[config.mk]
export PLATFORM = sky130hd
export DESIGN_NAME = axi_rd_arbiter_flat
export DESIGN_NICKNAME = d
export VERILOG_FILES = /design/src/rtl/axi_pkg.sv /design/src/rtl/axi_rd_arbiter_if.sv /design/src/rtl/axi_arb_pick.sv /design/src/rtl/axi_rd_arbiter.sv /design/src/flat_wrapper.sv
export SDC_FILE = /design/constraint.sdc
export NUM_CORES = 1
export LEC_CHECK = 0
export BUFFER_PORTS_ARGS = -buffer_cell sky130_fd_sc_hd__buf_2
export CAP_MARGIN = 20
export CORE_AREA = 2 2 118 120
export DETAILED_ROUTE_END_ITERATION = 8
export DIE_AREA = 0 0 120 122
export MAX_ROUTING_LAYER = met4
export PLACE_DENSITY = 0.46
export SLEW_MARGIN = 5
export SYNTH_ARGS = -nofsm -noshare
export SYNTH_HDL_FRONTEND = slang
export SYNTH_HIERARCHICAL = 1
export SYNTH_SLANG_ARGS = --single-unit
[constraint.sdc]
create_clock -name ACLK -period 3.95 [get_ports ACLK]
set_input_delay 0.79 -clock ACLK [delete_from_list [all_inputs] [get_ports ACLK]]
set_output_delay 0.79 -clock ACLK [all_outputs]
set_load 0.005 [all_outputs]
[src/rtl/axi_pkg.sv]
// axi_pkg: shared constants for the NPC read-port arbiter.
//   arb_state_e : arbiter FSM states (IDLE, ADDR, DATA)
//   OKAY/EXOKAY/SLVERR/DECERR : AXI RRESP codes
package axi_pkg;

    typedef enum logic [1:0] {
        IDLE = 2'b00,
        ADDR = 2'b01,
        DATA = 2'b10
    } arb_state_e;

    localparam logic [1:0] OKAY   = 2'b00;
    localparam logic [1:0] EXOKAY = 2'b01;
    localparam logic [1:0] SLVERR = 2'b10;
    localparam logic [1:0] DECERR = 2'b11;

endpackage

[src/rtl/axi_rd_arbiter_if.sv]
// axi_rd_arbiter_if: AXI read-only link (AR + R channels, no bursts).
//   arvalid/arready/araddr : read address channel
//   rvalid/rready/rdata/rresp : read data channel
//   mst : address issuer / data consumer side
//   slv : address acceptor / data producer side
interface axi_rd_arbiter_if #(
    parameter int AWIDTH = 64,
    parameter int DWIDTH = 32
);
    logic              arvalid;
    logic              arready;
    logic [AWIDTH-1:0] araddr;
    logic              rvalid;
    logic              rready;
    logic [DWIDTH-1:0] rdata;
    logic [1:0]        rresp;

    modport mst (
        output arvalid, araddr, rready,
        input  arready, rvalid, rdata, rresp
    );

    modport slv (
        input  arvalid, araddr, rready,
        output arready, rvalid, rdata, rresp
    );
endinterface

[src/rtl/axi_arb_pick.sv]
// axi_arb_pick: combinational tie-breaker for the two read requesters.
//   req[1:0] : in  arvalid of m1 (bit 1) and m0 (bit 0)
//   last     : in  requester granted by the previous completed read
//   gnt_idx  : out requester to grant (meaningful only when req != 0)
// AXI_RD_ARB_RR_EN defined   : a tie goes to the requester that is not last.
// AXI_RD_ARB_RR_EN undefined : a tie always goes to m1 (LSU); last ignored.
module axi_arb_pick (
    input  logic [1:0] req,
    input  logic       last,
    output logic       gnt_idx
);
`ifdef AXI_RD_ARB_RR_EN
    assign gnt_idx = (req == 2'b11) ? ~last : req[1];
`else
    // With m1 fixed as winner, only req[1] matters.
    logic unused_ok;
    assign unused_ok = &{1'b0, last, req[0]};
    assign gnt_idx   = req[1];
`endif
endmodule

[src/rtl/axi_rd_arbiter.sv]
// axi_rd_arbiter: shares one AXI read port between IFU (m0) and LSU (m1).
// One outstanding read in total; the grant is held from IDLE exit until
// the R handshake, and all routing is combinational (no buffering).
//   ACLK, ARESET : clock, synchronous active-high reset
//   m0, m1       : requester links (slv modport)
//   s            : downstream link (mst modport)
// Tie-break mode selected by AXI_RD_ARB_RR_EN (see axi_arb_pick).
module axi_rd_arbiter
    import axi_pkg::*;
#(
    parameter int DWIDTH = 32,
    parameter int AWIDTH = 64
) (
    input  logic          ACLK,
    input  logic          ARESET,
    axi_rd_arbiter_if.slv m0,
    axi_rd_arbiter_if.slv m1,
    axi_rd_arbiter_if.mst s
);
    arb_state_e        state, state_nxt;
    logic              gnt, gnt_nxt;
    logic              last, last_nxt;
    logic              pick;
    logic              in_addr, in_data;
    logic              sel_arvalid, sel_rready;
    logic [AWIDTH-1:0] sel_araddr;
    logic [DWIDTH-1:0] rdata_g;
    logic [1:0]        rresp_g;

    axi_arb_pick u_pick (
        .req     ({m1.arvalid, m0.arvalid}),
        .last    (last),
        .gnt_idx (pick)
    );

    assign sel_arvalid = gnt ? m1.arvalid : m0.arvalid;
    assign sel_araddr  = gnt ? m1.araddr  : m0.araddr;
    assign sel_rready  = gnt ? m1.rready  : m0.rready;

    always_ff @(posedge ACLK) begin
        if (ARESET) begin
            state <= IDLE;
            gnt   <= 1'b0;
            last  <= 1'b1;
        end else begin
            state <= state_nxt;
            gnt   <= gnt_nxt;
            last  <= last_nxt;
        end
    end

    always_comb begin
        state_nxt = state;
        gnt_nxt   = gnt;
        last_nxt  = last;
        case (state)
            IDLE: if (m0.arvalid || m1.arvalid) begin
                gnt_nxt   = pick;
                state_nxt = ADDR;
            end
            // A granted requester dropping arvalid here just stalls in ADDR.
            ADDR: if (sel_arvalid && s.arready) state_nxt = DATA;
            DATA: if (s.rvalid && sel_rready) begin
                last_nxt  = gnt;
                state_nxt = IDLE;
            end
            default: state_nxt = IDLE;
        endcase
    end

    assign in_addr = (state == ADDR);
    assign in_data = (state == DATA);

    // Everything gated by state so IDLE drives all-zero on both sides.
    assign s.arvalid  = in_addr & sel_arvalid;
    assign s.araddr   = in_addr ? sel_araddr : '0;
    assign s.rready   = in_data & sel_rready;

    assign m0.arready = in_addr & ~gnt & s.arready;
    assign m1.arready = in_addr &  gnt & s.arready;

    assign rdata_g    = in_data ? s.rdata : '0;
    assign rresp_g    = in_data ? s.rresp : 2'b00;

    assign m0.rvalid  = in_data & ~gnt & s.rvalid;
    assign m0.rdata   = gnt ? '0 : rdata_g;
    assign m0.rresp   = gnt ? 2'b00 : rresp_g;

    assign m1.rvalid  = in_data & gnt & s.rvalid;
    assign m1.rdata   = gnt ? rdata_g : '0;
    assign m1.rresp   = gnt ? rresp_g : 2'b00;
endmodule

[src/flat_wrapper.sv]
// flat-port wrapper written by rule: the top's interface ports become plain ports
module axi_rd_arbiter_flat import axi_pkg::*;
#(
    parameter int DWIDTH = 32,
    parameter int AWIDTH = 64
)
  (ACLK, ARESET, m0_arvalid, m0_araddr, m0_rready, m0_arready, m0_rvalid, m0_rdata, m0_rresp, m1_arvalid, m1_araddr, m1_rready, m1_arready, m1_rvalid, m1_rdata, m1_rresp, s_arvalid, s_araddr, s_rready, s_arready, s_rvalid, s_rdata, s_rresp);
  axi_rd_arbiter_if #(.AWIDTH(AWIDTH), .DWIDTH(DWIDTH)) m0_i ();
  axi_rd_arbiter_if #(.AWIDTH(AWIDTH), .DWIDTH(DWIDTH)) m1_i ();
  axi_rd_arbiter_if #(.AWIDTH(AWIDTH), .DWIDTH(DWIDTH)) s_i ();
  input  logic ACLK;
  input  logic ARESET;
  input wire logic [$bits(m0_i.arvalid)-1:0] m0_arvalid;
  input wire logic [$bits(m0_i.araddr)-1:0] m0_araddr;
  input wire logic [$bits(m0_i.rready)-1:0] m0_rready;
  output wire logic [$bits(m0_i.arready)-1:0] m0_arready;
  output wire logic [$bits(m0_i.rvalid)-1:0] m0_rvalid;
  output wire logic [$bits(m0_i.rdata)-1:0] m0_rdata;
  output wire logic [$bits(m0_i.rresp)-1:0] m0_rresp;
  input wire logic [$bits(m1_i.arvalid)-1:0] m1_arvalid;
  input wire logic [$bits(m1_i.araddr)-1:0] m1_araddr;
  input wire logic [$bits(m1_i.rready)-1:0] m1_rready;
  output wire logic [$bits(m1_i.arready)-1:0] m1_arready;
  output wire logic [$bits(m1_i.rvalid)-1:0] m1_rvalid;
  output wire logic [$bits(m1_i.rdata)-1:0] m1_rdata;
  output wire logic [$bits(m1_i.rresp)-1:0] m1_rresp;
  output wire logic [$bits(s_i.arvalid)-1:0] s_arvalid;
  output wire logic [$bits(s_i.araddr)-1:0] s_araddr;
  output wire logic [$bits(s_i.rready)-1:0] s_rready;
  input wire logic [$bits(s_i.arready)-1:0] s_arready;
  input wire logic [$bits(s_i.rvalid)-1:0] s_rvalid;
  input wire logic [$bits(s_i.rdata)-1:0] s_rdata;
  input wire logic [$bits(s_i.rresp)-1:0] s_rresp;
  assign m0_i.arvalid = m0_arvalid;
  assign m0_i.araddr = m0_araddr;
  assign m0_i.rready = m0_rready;
  assign m0_arready = m0_i.arready;
  assign m0_rvalid = m0_i.rvalid;
  assign m0_rdata = m0_i.rdata;
  assign m0_rresp = m0_i.rresp;
  assign m1_i.arvalid = m1_arvalid;
  assign m1_i.araddr = m1_araddr;
  assign m1_i.rready = m1_rready;
  assign m1_arready = m1_i.arready;
  assign m1_rvalid = m1_i.rvalid;
  assign m1_rdata = m1_i.rdata;
  assign m1_rresp = m1_i.rresp;
  assign s_arvalid = s_i.arvalid;
  assign s_araddr = s_i.araddr;
  assign s_rready = s_i.rready;
  assign s_i.arready = s_arready;
  assign s_i.rvalid = s_rvalid;
  assign s_i.rdata = s_rdata;
  assign s_i.rresp = s_rresp;
  axi_rd_arbiter #(.DWIDTH(DWIDTH), .AWIDTH(AWIDTH)) u_core (.ACLK(ACLK), .ARESET(ARESET), .m0(m0_i), .m1(m1_i), .s(s_i));
endmodule
==> impl_metrics.tcl, run 1 <==
set metrics [dict create \
    peakVddDrop_mv 0.0997 \
    cts_buffers 3 \
    crit_path_max_incr_delay_ps 550 \
    wl_um 7950 \
    ioPinCount 308 \
    hp-class "flip-flop to flip-flop" \
    vias_per_cell 3.94 \
    power_w 0.000487 \
    post_cts_resized 0 \
    portBuffers 307 \
    rows 43 \
    switchingPower_w 0.000158 \
    slowest_stage "dfxtp_1" \
    cts_setup_buffers 0 \
    die_y_um 122 \
    num_antenna_cells 0 \
    fmax_mhz 361 \
    final_common_cell "buf_2" \
    worstSkewPairLatency_ps 220 \
    clk_pin_slew_ps 30 \
    critical_path.max_fanout 65 \
    layout-drive-gt1-share 0.671 \
    p_per_area_nw_per_um2 158 \
    die_w_um 120 \
    finalNetCount 645 \
    final_design_area_no_fill_um2 3080 \
    core_area_um2 13500 \
    outcome "finished clean" \
    swShare 0.325 \
    fin_ws_ps 1180 \
    ys_warn_count 6 \
    drc 0 \
    p_int_w 0.000329 \
    numClockSinks 3 \
    grt_use_total 0.0938 \
    grt_pass1_vias 2166 \
    drtIter0Drc 67 \
    ctsLongestPathBuffers 2 \
    finalCritPeriodShare 0.701 \
    start_kind "flip-flop" \
    rsz0062_at_grt "false" \
    place_area_um2 3010 \
    path_class "flip-flop to primary output" \
    dp_slack_ps 1380 \
    crit_required_ps 3160 \
    finalMaxSlewViolations 0 \
    cts_tree "yes" \
    crit_family "buffers and inverters" \
    cts_hold_buf 0 \
    path_cells "inv_2 -> nor2_4 -> buf_4 -> a22o_1 -> buf_2" \
    max_cap_viol_count 0 \
    endpoint_kind "primary output" \
    tightest_slew_ps 665 \
    maxSlewHeadroom 0.557 \
    period_minus_slack_ps 2770 \
    finalSetupViolations 0 \
    grt_pass1_wl_um 10800 \
    synthCells 184 \
    grt_max_degree 66 \
    cp.arrival_ps 1980 \
    syn_nets 354 \
    first_pass_iters 4 \
    path_buf_inv 3 \
    num_vias 2576 \
    fp.dieArea_um2 14600 \
    hold_violations 0 \
    grt_overflow 0 \
    power.static_leakage_nw 1.95 \
    syn_to_final_growth_pct 128 \
    antenna_left 0 \
    place.gp.congestion 0.721 \
    syn_area_per_cell_um2 7.36 \
    antenna_found_initial 2 \
    final.setup_skew_ps 2.00 \
    syn_area_um2 1360 \
    route.detailed.wl_per_inst_um 12.2 \
    dpl.hpwl_um 6930 \
    root_buffer "clkbuf_16" \
    p_clk_frac 0.328 \
    layout_common_cells "307 x buf_2, 70 x and2_1, 64 x a22o_1" \
    tns_ps 0 \
    initial_core_util 0.100 \
    h-tree-depth 1 \
    power_frac_seq 0.077 \
    p_comb_frac 0.595 \
]
## state kept, by name, summed over array words and instances, names as in the netlist
register      flops
u_core/gnt        1
u_core/state      2
## power groups by stage
stage                     sequential [W]  clock, W  combinational, W
final                          0.0000376  0.000160          0.000290
after global routing           0.0000383  0.000166          0.000319
after CTS                      0.0000375  0.000163          0.000293
after detailed placement       0.0000380         0          0.000292
after global placement         0.0000379         0          0.000291
after floorplan                0.0000351         0          0.000133
## area by class of cell
| cell class | count | area, um2 |
|---|---|---|
| Inverter | 2 | 7.51 |
| Tap cell | 180 | 225 |
| Sequential cell | 3 | 60.1 |
| Clock buffer | 4 | 78.8 |
| Multi-Input combinational cell | 156 | 1160 |
| Fill cell | 1507 | 10400 |
| Timing Repair Buffer | 309 | 1550 |
## worst reg2reg max path, delay by kind of cell, from the launching register on
| family | cells | cell delay [ps] |
|---|---|---|
| DFF | 1 | 550 |
| and+or+nand+nor | 1 | 490 |
| muxes | 1 | 170 |
| AOI/OAI and AO/OA | 1 | 90 |
## routing by layer
layer / share of wire / global-route usage
met5: 0 / -
met4: 0.0034 / 0.0154
met3: 0.11 / 0.00936
met2: 0.49 / 0.165
met1: 0.40 / 0.118
## metrics by stage
step | util | instances | hold slack [ps]
floorplan | - | 184 | 455
global placement | 0.223 | 650 | 493
detailed placement | 0.223 | 650 | 496
CTS | 0.228 | 654 | 500
global route | 0.228 | 654 | 537
finish | 0.228 | 654 | 510
## path summary, 6_finish.rpt
kind | start | to | slack, ps | cells after the start
setup / recovery | u_core/gnt$_SDFFE_PP0P_ | s_araddr[52] | 1180 | 5
hold / removal | u_core/state[1]$_SDFFE_PP0P_ | u_core/state[0]$_SDFFE_PP0P_ | 510 | 1
setup reg to reg | u_core/gnt$_SDFFE_PP0P_ | u_core/state[1]$_SDFFE_PP0P_ | 2550 | 3
hold reg to reg | u_core/state[1]$_SDFFE_PP0P_ | u_core/state[0]$_SDFFE_PP0P_ | 510 | 1
No activity file was read; power rests on OpenSTA's default activity.
==> run 2: changes to the inputs <==
Settings changed: CORE_AREA 2 2 118 120 to 2 2 119 121, DIE_AREA 0 0 120 122 to 0 0 121 123, PLACE_DENSITY 0.46 to 0.45.
Clock period 3.95 ns to 2.7 ns, I/O delays scaled along.
==> run 2 against run 1 <==
Compared with the run above:
- critical path depth is the same
- global-route usage is 1.0 points higher
- worst hold slack worse by 15 ps
- non-clock buffer count grew 8
- flip-flop and latch count unchanged
- largest cell class unchanged
==> impl_metrics.tcl, run 2 (synthesis gave the netlist of run 1 again) <==
set metrics [dict create \
    tightest_slew_ps 581 \
    final_util 0.233 \
    num_vias 2618 \
    numClockSinks 3 \
    power_frac_seq 0.074 \
    cts_buffers 3 \
    grt_overflow 0 \
    cts_hold_buf 0 \
    p_clk_frac 0.313 \
    fillerInstances 1536 \
    dp_slack_ps 564 \
    multi_input_area_um2 1160 \
    cts_tree "yes" \
    dpl.hpwl_um 7950 \
    maxSlewHeadroom 0.612 \
    wl_um 8860 \
    largest_register_ff_count 2 \
    antenna_found_initial 2 \
    top_regs "u_core/state: 2 flops, u_core/gnt: 1 flops" \
    h-tree-depth 1 \
    cts_setup_buffers 0 \
    regMostFlops "u_core/state" \
    finalSetupViolations 0 \
    die_w_um 121 \
    drtIter0Drc 46 \
    drc 0 \
    grt_pass1_wl_um 11600 \
    grt_max_degree 47 \
    slowest_stage "nor2_4" \
    grt_pass1_vias 2215 \
    fp.dieArea_um2 14900 \
    ctsLongestPathBuffers 2 \
    outcome "finished clean" \
    reg2reg_from "u_core/gnt$_SDFFE_PP0P_" \
    first_pass_iters 4 \
    clk_pin_slew_ps 30 \
    finalCritPeriodShare 0.876 \
    fin_ws_ps 336 \
    r2r_cells 3 \
    start_kind "flip-flop" \
    hp-class "flip-flop to flip-flop" \
    grt_use_total 0.104 \
    crit_path_max_incr_delay_ps 470 \
    fin_cells 664 \
    endpoint_kind "primary output" \
    path_class "flip-flop to primary output" \
    min_to "u_core/state[0]$_SDFFE_PP0P_" \
    dp.cells 658 \
    post_cts_resized 0 \
    rsz0062_at_grt "false" \
    syn_to_final_growth_pct 134 \
    holdPathStages 1 \
    p_per_area_nw_per_um2 234 \
    rows 43 \
    final_common_cell "buf_2" \
    p_int_w 0.000503 \
    core_area_um2 13600 \
    worstHoldStart "u_core/state[1]$_SDFFE_PP0P_" \
    hold_violations 0 \
    max_cap_viol_count 0 \
    path_cells "nand2b_2 -> nor2_4 -> buf_12 -> a22o_1 -> buf_2" \
    finalNetCount 653 \
    root_buffer "clkbuf_16" \
    power.static_leakage_nw 1.99 \
    p_comb_frac 0.613 \
    ioPinCount 308 \
    tns_ps 0 \
    period_minus_slack_ps 2360 \
    switchingPower_w 0.000242 \
    fmax_mhz 423 \
    critical_path.max_fanout 29 \
    final-seq-area_um2 60.1 \
    place.gp.congestion 0.771 \
    swShare 0.325 \
    crit_required_ps 2160 \
    cp.arrival_ps 1820 \
    peakVddDrop_mv 0.160 \
    antenna_left 0 \
    route.detailed.wl_per_inst_um 13.3 \
    power_w 0.000744 \
    die_y_um 123 \
    portBuffers 307 \
    final.setup_skew_ps 2.45 \
    initial_core_util 0.0995 \
    worstSkewPairLatency_ps 220 \
    vias_per_cell 3.94 \
    finalMaxSlewViolations 0 \
    r2r_slack_ps 1300 \
    r2r-end "u_core/state[1]$_SDFFE_PP0P_" \
    layout_common_cells "307 x buf_2, 70 x and2_1, 64 x a22o_1" \
    layout-drive-gt1-share 0.676 \
]
==> run 2: cell types whose count changed in the layout (fill, tap and decap cells not counted) <==
cell / before / now
buf_4: 2 / 8
buf_12: 0 / 2
diode_2: 0 / 2
==> run 2: worst max-delay path by stage <==
| stage | from | end | cells after the start | slack (ps) |
|---|---|---|---|---|
| after floorplan | u_core/state[1]$_SDFFE_PP0P_ | s_araddr[14] | 5 | 1070 |
| after global placement | u_core/state[1]$_SDFFE_PP0P_ | s_araddr[55] | 5 | 590 |
| after detailed placement | u_core/state[1]$_SDFFE_PP0P_ | s_araddr[63] | 5 | 560 |
| after CTS | u_core/state[1]$_SDFFE_PP0P_ | s_araddr[63] | 5 | 330 |
| after global routing | u_core/state[1]$_SDFFE_PP0P_ | s_araddr[63] | 5 | 200 |
| final | u_core/state[1]$_SDFFE_PP0P_ | s_araddr[41] | 5 | 340 |
==> run 2: per-layer routing <==
layer  up-vias  track usage  routed length, um
met4         0       0.0131                 35
met3         4       0.0295               1080
li1       1275            -                  -
met2       195        0.187               4480
met5         -            -                  0
met1      1144        0.118               3270
==> run 2: layout make-up <==
type,count,share of cell area
diodes,2,0.00158
inverters,2,0.00237
multi-input cells,156,0.366
flip-flops and latches,3,0.0189
repair buffers,317,0.516
clock buffers,4,0.0248
well taps,180,0.0710
==> run 2: critical path, delay by kind of cell (launching register included) <==
kind	cells	cell delay [ps]
AO/OA/AOI/OAI	1	170
AND/OR/NAND/NOR	2	720
flip-flops	1	320
buffers and inverters	2	360
==> run 2: power by group through the flow <==
stage | sequential (W) | combinational, W | clock (W)
after floorplan | 0.0000514 | 0.000194 | 0
after global placement | 0.0000553 | 0.000459 | 0
after detailed placement | 0.0000555 | 0.000462 | 0
after CTS | 0.0000549 | 0.000463 | 0.000237
after global routing | 0.0000556 | 0.000504 | 0.000243
final | 0.0000548 | 0.000456 | 0.000233
==> run 2: stage by stage <==
step | hold slack, ps | area, um2
floorplan | 455 | 1360
global placement | 482 | 3090
detailed placement | 489 | 3090
CTS | 493 | 3170
global route | 509 | 3170
finish | 495 | 3170
==> run 3: changes to the inputs <==
Settings changed: CTS_BUF_LIST set to sky130_fd_sc_hd__clkbuf_2 sky130_fd_sc_hd__clkbuf_4 sky130_fd_sc_hd__clkbuf_8.
==> run 3 against run 2 <==
Compared with the run above:
- first-iteration DRC count up 6.5%
- combinational power about the same
- non-clock buffer count unchanged
- clock-buffer cell count unchanged
- fmax up 0.57%
- flip-flop and latch count unchanged
- worst setup slack better by 13 ps
- register-to-register slack about the same
- clock skew up 1.1 ps
- global-route usage unchanged
- sequential power about the same
- worst hold slack worse by 7.2 ps
- largest cell class unchanged
==> impl_metrics.tcl, run 3 (synthesis gave the netlist of run 1 again) <==
set metrics [dict create \
    numClockSinks 3 \
    period_minus_slack_ps 2350 \
    wl_um 8840 \
    ioPinCount 308 \
    route.detailed.wl_per_inst_um 13.3 \
    grt_use_total 0.104 \
    cts_buffers 3 \
    die_y_um 123 \
    reg2reg_from "u_core/gnt$_SDFFE_PP0P_" \
    dpl.hpwl_um 7950 \
    antenna_found_initial 2 \
    min_to "u_core/state[0]$_SDFFE_PP0P_" \
    h-tree-depth 1 \
    max_cap_viol_count 0 \
    initial_core_util 0.0995 \
    cts_hold_buf 0 \
    hold_slack_ps 487 \
    outcome "finished clean" \
    r2r-end "u_core/state[1]$_SDFFE_PP0P_" \
    critical_path.max_fanout 29 \
    worstHoldStart "u_core/state[1]$_SDFFE_PP0P_" \
    hold_violations 0 \
    cts_tree "yes" \
    die_w_um 121 \
    grt_max_degree 47 \
    finalMaxSlewViolations 0 \
    r2r_cells 3 \
    finalCritPeriodShare 0.871 \
    layout-drive-gt1-share 0.678 \
    regMostFlops "u_core/state" \
    core_area_um2 13600 \
    drtIter0Drc 49 \
    rows 43 \
    top_regs "u_core/state: 2 flops, u_core/gnt: 1 flops" \
    cts_setup_buffers 0 \
    portBuffers 307 \
    power.static_leakage_nw 1.98 \
    final_design_area_no_fill_um2 3140 \
    root_buffer "clkbuf_8" \
    fmax_mhz 425 \
    clk_pin_slew_ps 30 \
    layout_common_cells "307 x buf_2, 70 x and2_1, 64 x a22o_1" \
    vias_per_cell 3.93 \
    grt_pass1_wl_um 11600 \
    place.gp.congestion 0.771 \
    grt_overflow 0 \
    fp.dieArea_um2 14900 \
    hp-class "flip-flop to flip-flop" \
    r2r_slack_ps 1300 \
    crit_required_ps 2160 \
    drc 0 \
    place_area_um2 3090 \
    rsz0062_at_grt "false" \
    grt_pass1_vias 2215 \
    tns_ps 0 \
    ctsLongestPathBuffers 2 \
    post_cts_resized 0 \
    path_class "flip-flop to primary output" \
    final_common_cell "buf_2" \
    tightest_slew_ps 578 \
    first_pass_iters 4 \
    peakVddDrop_mv 0.0947 \
    finalSetupViolations 0 \
    power_w 0.000650 \
    start_kind "flip-flop" \
    maxSlewHeadroom 0.614 \
    worstSkewPairLatency_ps 220 \
    p_per_area_nw_per_um2 207 \
    finalNetCount 653 \
    final.setup_skew_ps 3.53 \
    cp.arrival_ps 1810 \
    endpoint_kind "primary output" \
    holdPathStages 1 \
    antenna_left 0 \
    syn_to_final_growth_pct 132 \
    num_vias 2607 \
    largest_register_ff_count 2 \
]
## run 3: area by class of cell
type | instances | area (um2)
fill | 1537 | 10500
timing repair buffer | 317 | 1640
multi-input combinational | 156 | 1160
tap | 180 | 225
sequential | 3 | 60.1
clock buffer | 4 | 48.8
inverter | 2 | 7.51
antenna | 2 | 5.00
## run 3: per-layer routing
layer  part of all wire  GRT usage  wire length, um
met2               0.50      0.187             4460
met1               0.37      0.118             3280
met5                  0          -                0
met4             0.0031     0.0131               27
met3               0.12     0.0295             1080
## run 3: worst max-delay path, stage by stage (launching register included)
cell and delay (ps):
dfxtp_1 320, nand2b_2 250, nor2_4 470, buf_12 250, a22o_1 170, buf_2 110
## run 3: how the worst max path moves through the flow
stage / cells after the start / from / slack [ps] / endpoint
after floorplan: 5 / u_core/state[1]$_SDFFE_PP0P_ / 1070 / s_araddr[14]
after global placement: 5 / u_core/state[1]$_SDFFE_PP0P_ / 590 / s_araddr[55]
after detailed placement: 5 / u_core/state[1]$_SDFFE_PP0P_ / 560 / s_araddr[63]
after CTS: 5 / u_core/state[1]$_SDFFE_PP0P_ / 340 / s_araddr[63]
after global routing: 5 / u_core/state[1]$_SDFFE_PP0P_ / 200 / s_araddr[63]
final: 5 / u_core/state[1]$_SDFFE_PP0P_ / 350 / s_araddr[41]
## run 3: per-stage QoR
stage,setup slack (ps),util,cells
3_3_place_gp,588,0.227,658
5_1_grt,202,0.231,664
2_1_floorplan,1070,-,184
4_1_cts,337,0.231,662
3_5_place_dp,564,0.227,658
6_report,349,0.231,664
## run 3: power by group
group          internal, W  total [W]  switching, W
clock             0.000111   0.000139     0.0000286
combinational     0.000260   0.000456      0.000196
sequential       0.0000481  0.0000548    0.00000668
total             0.000418   0.000650      0.000232
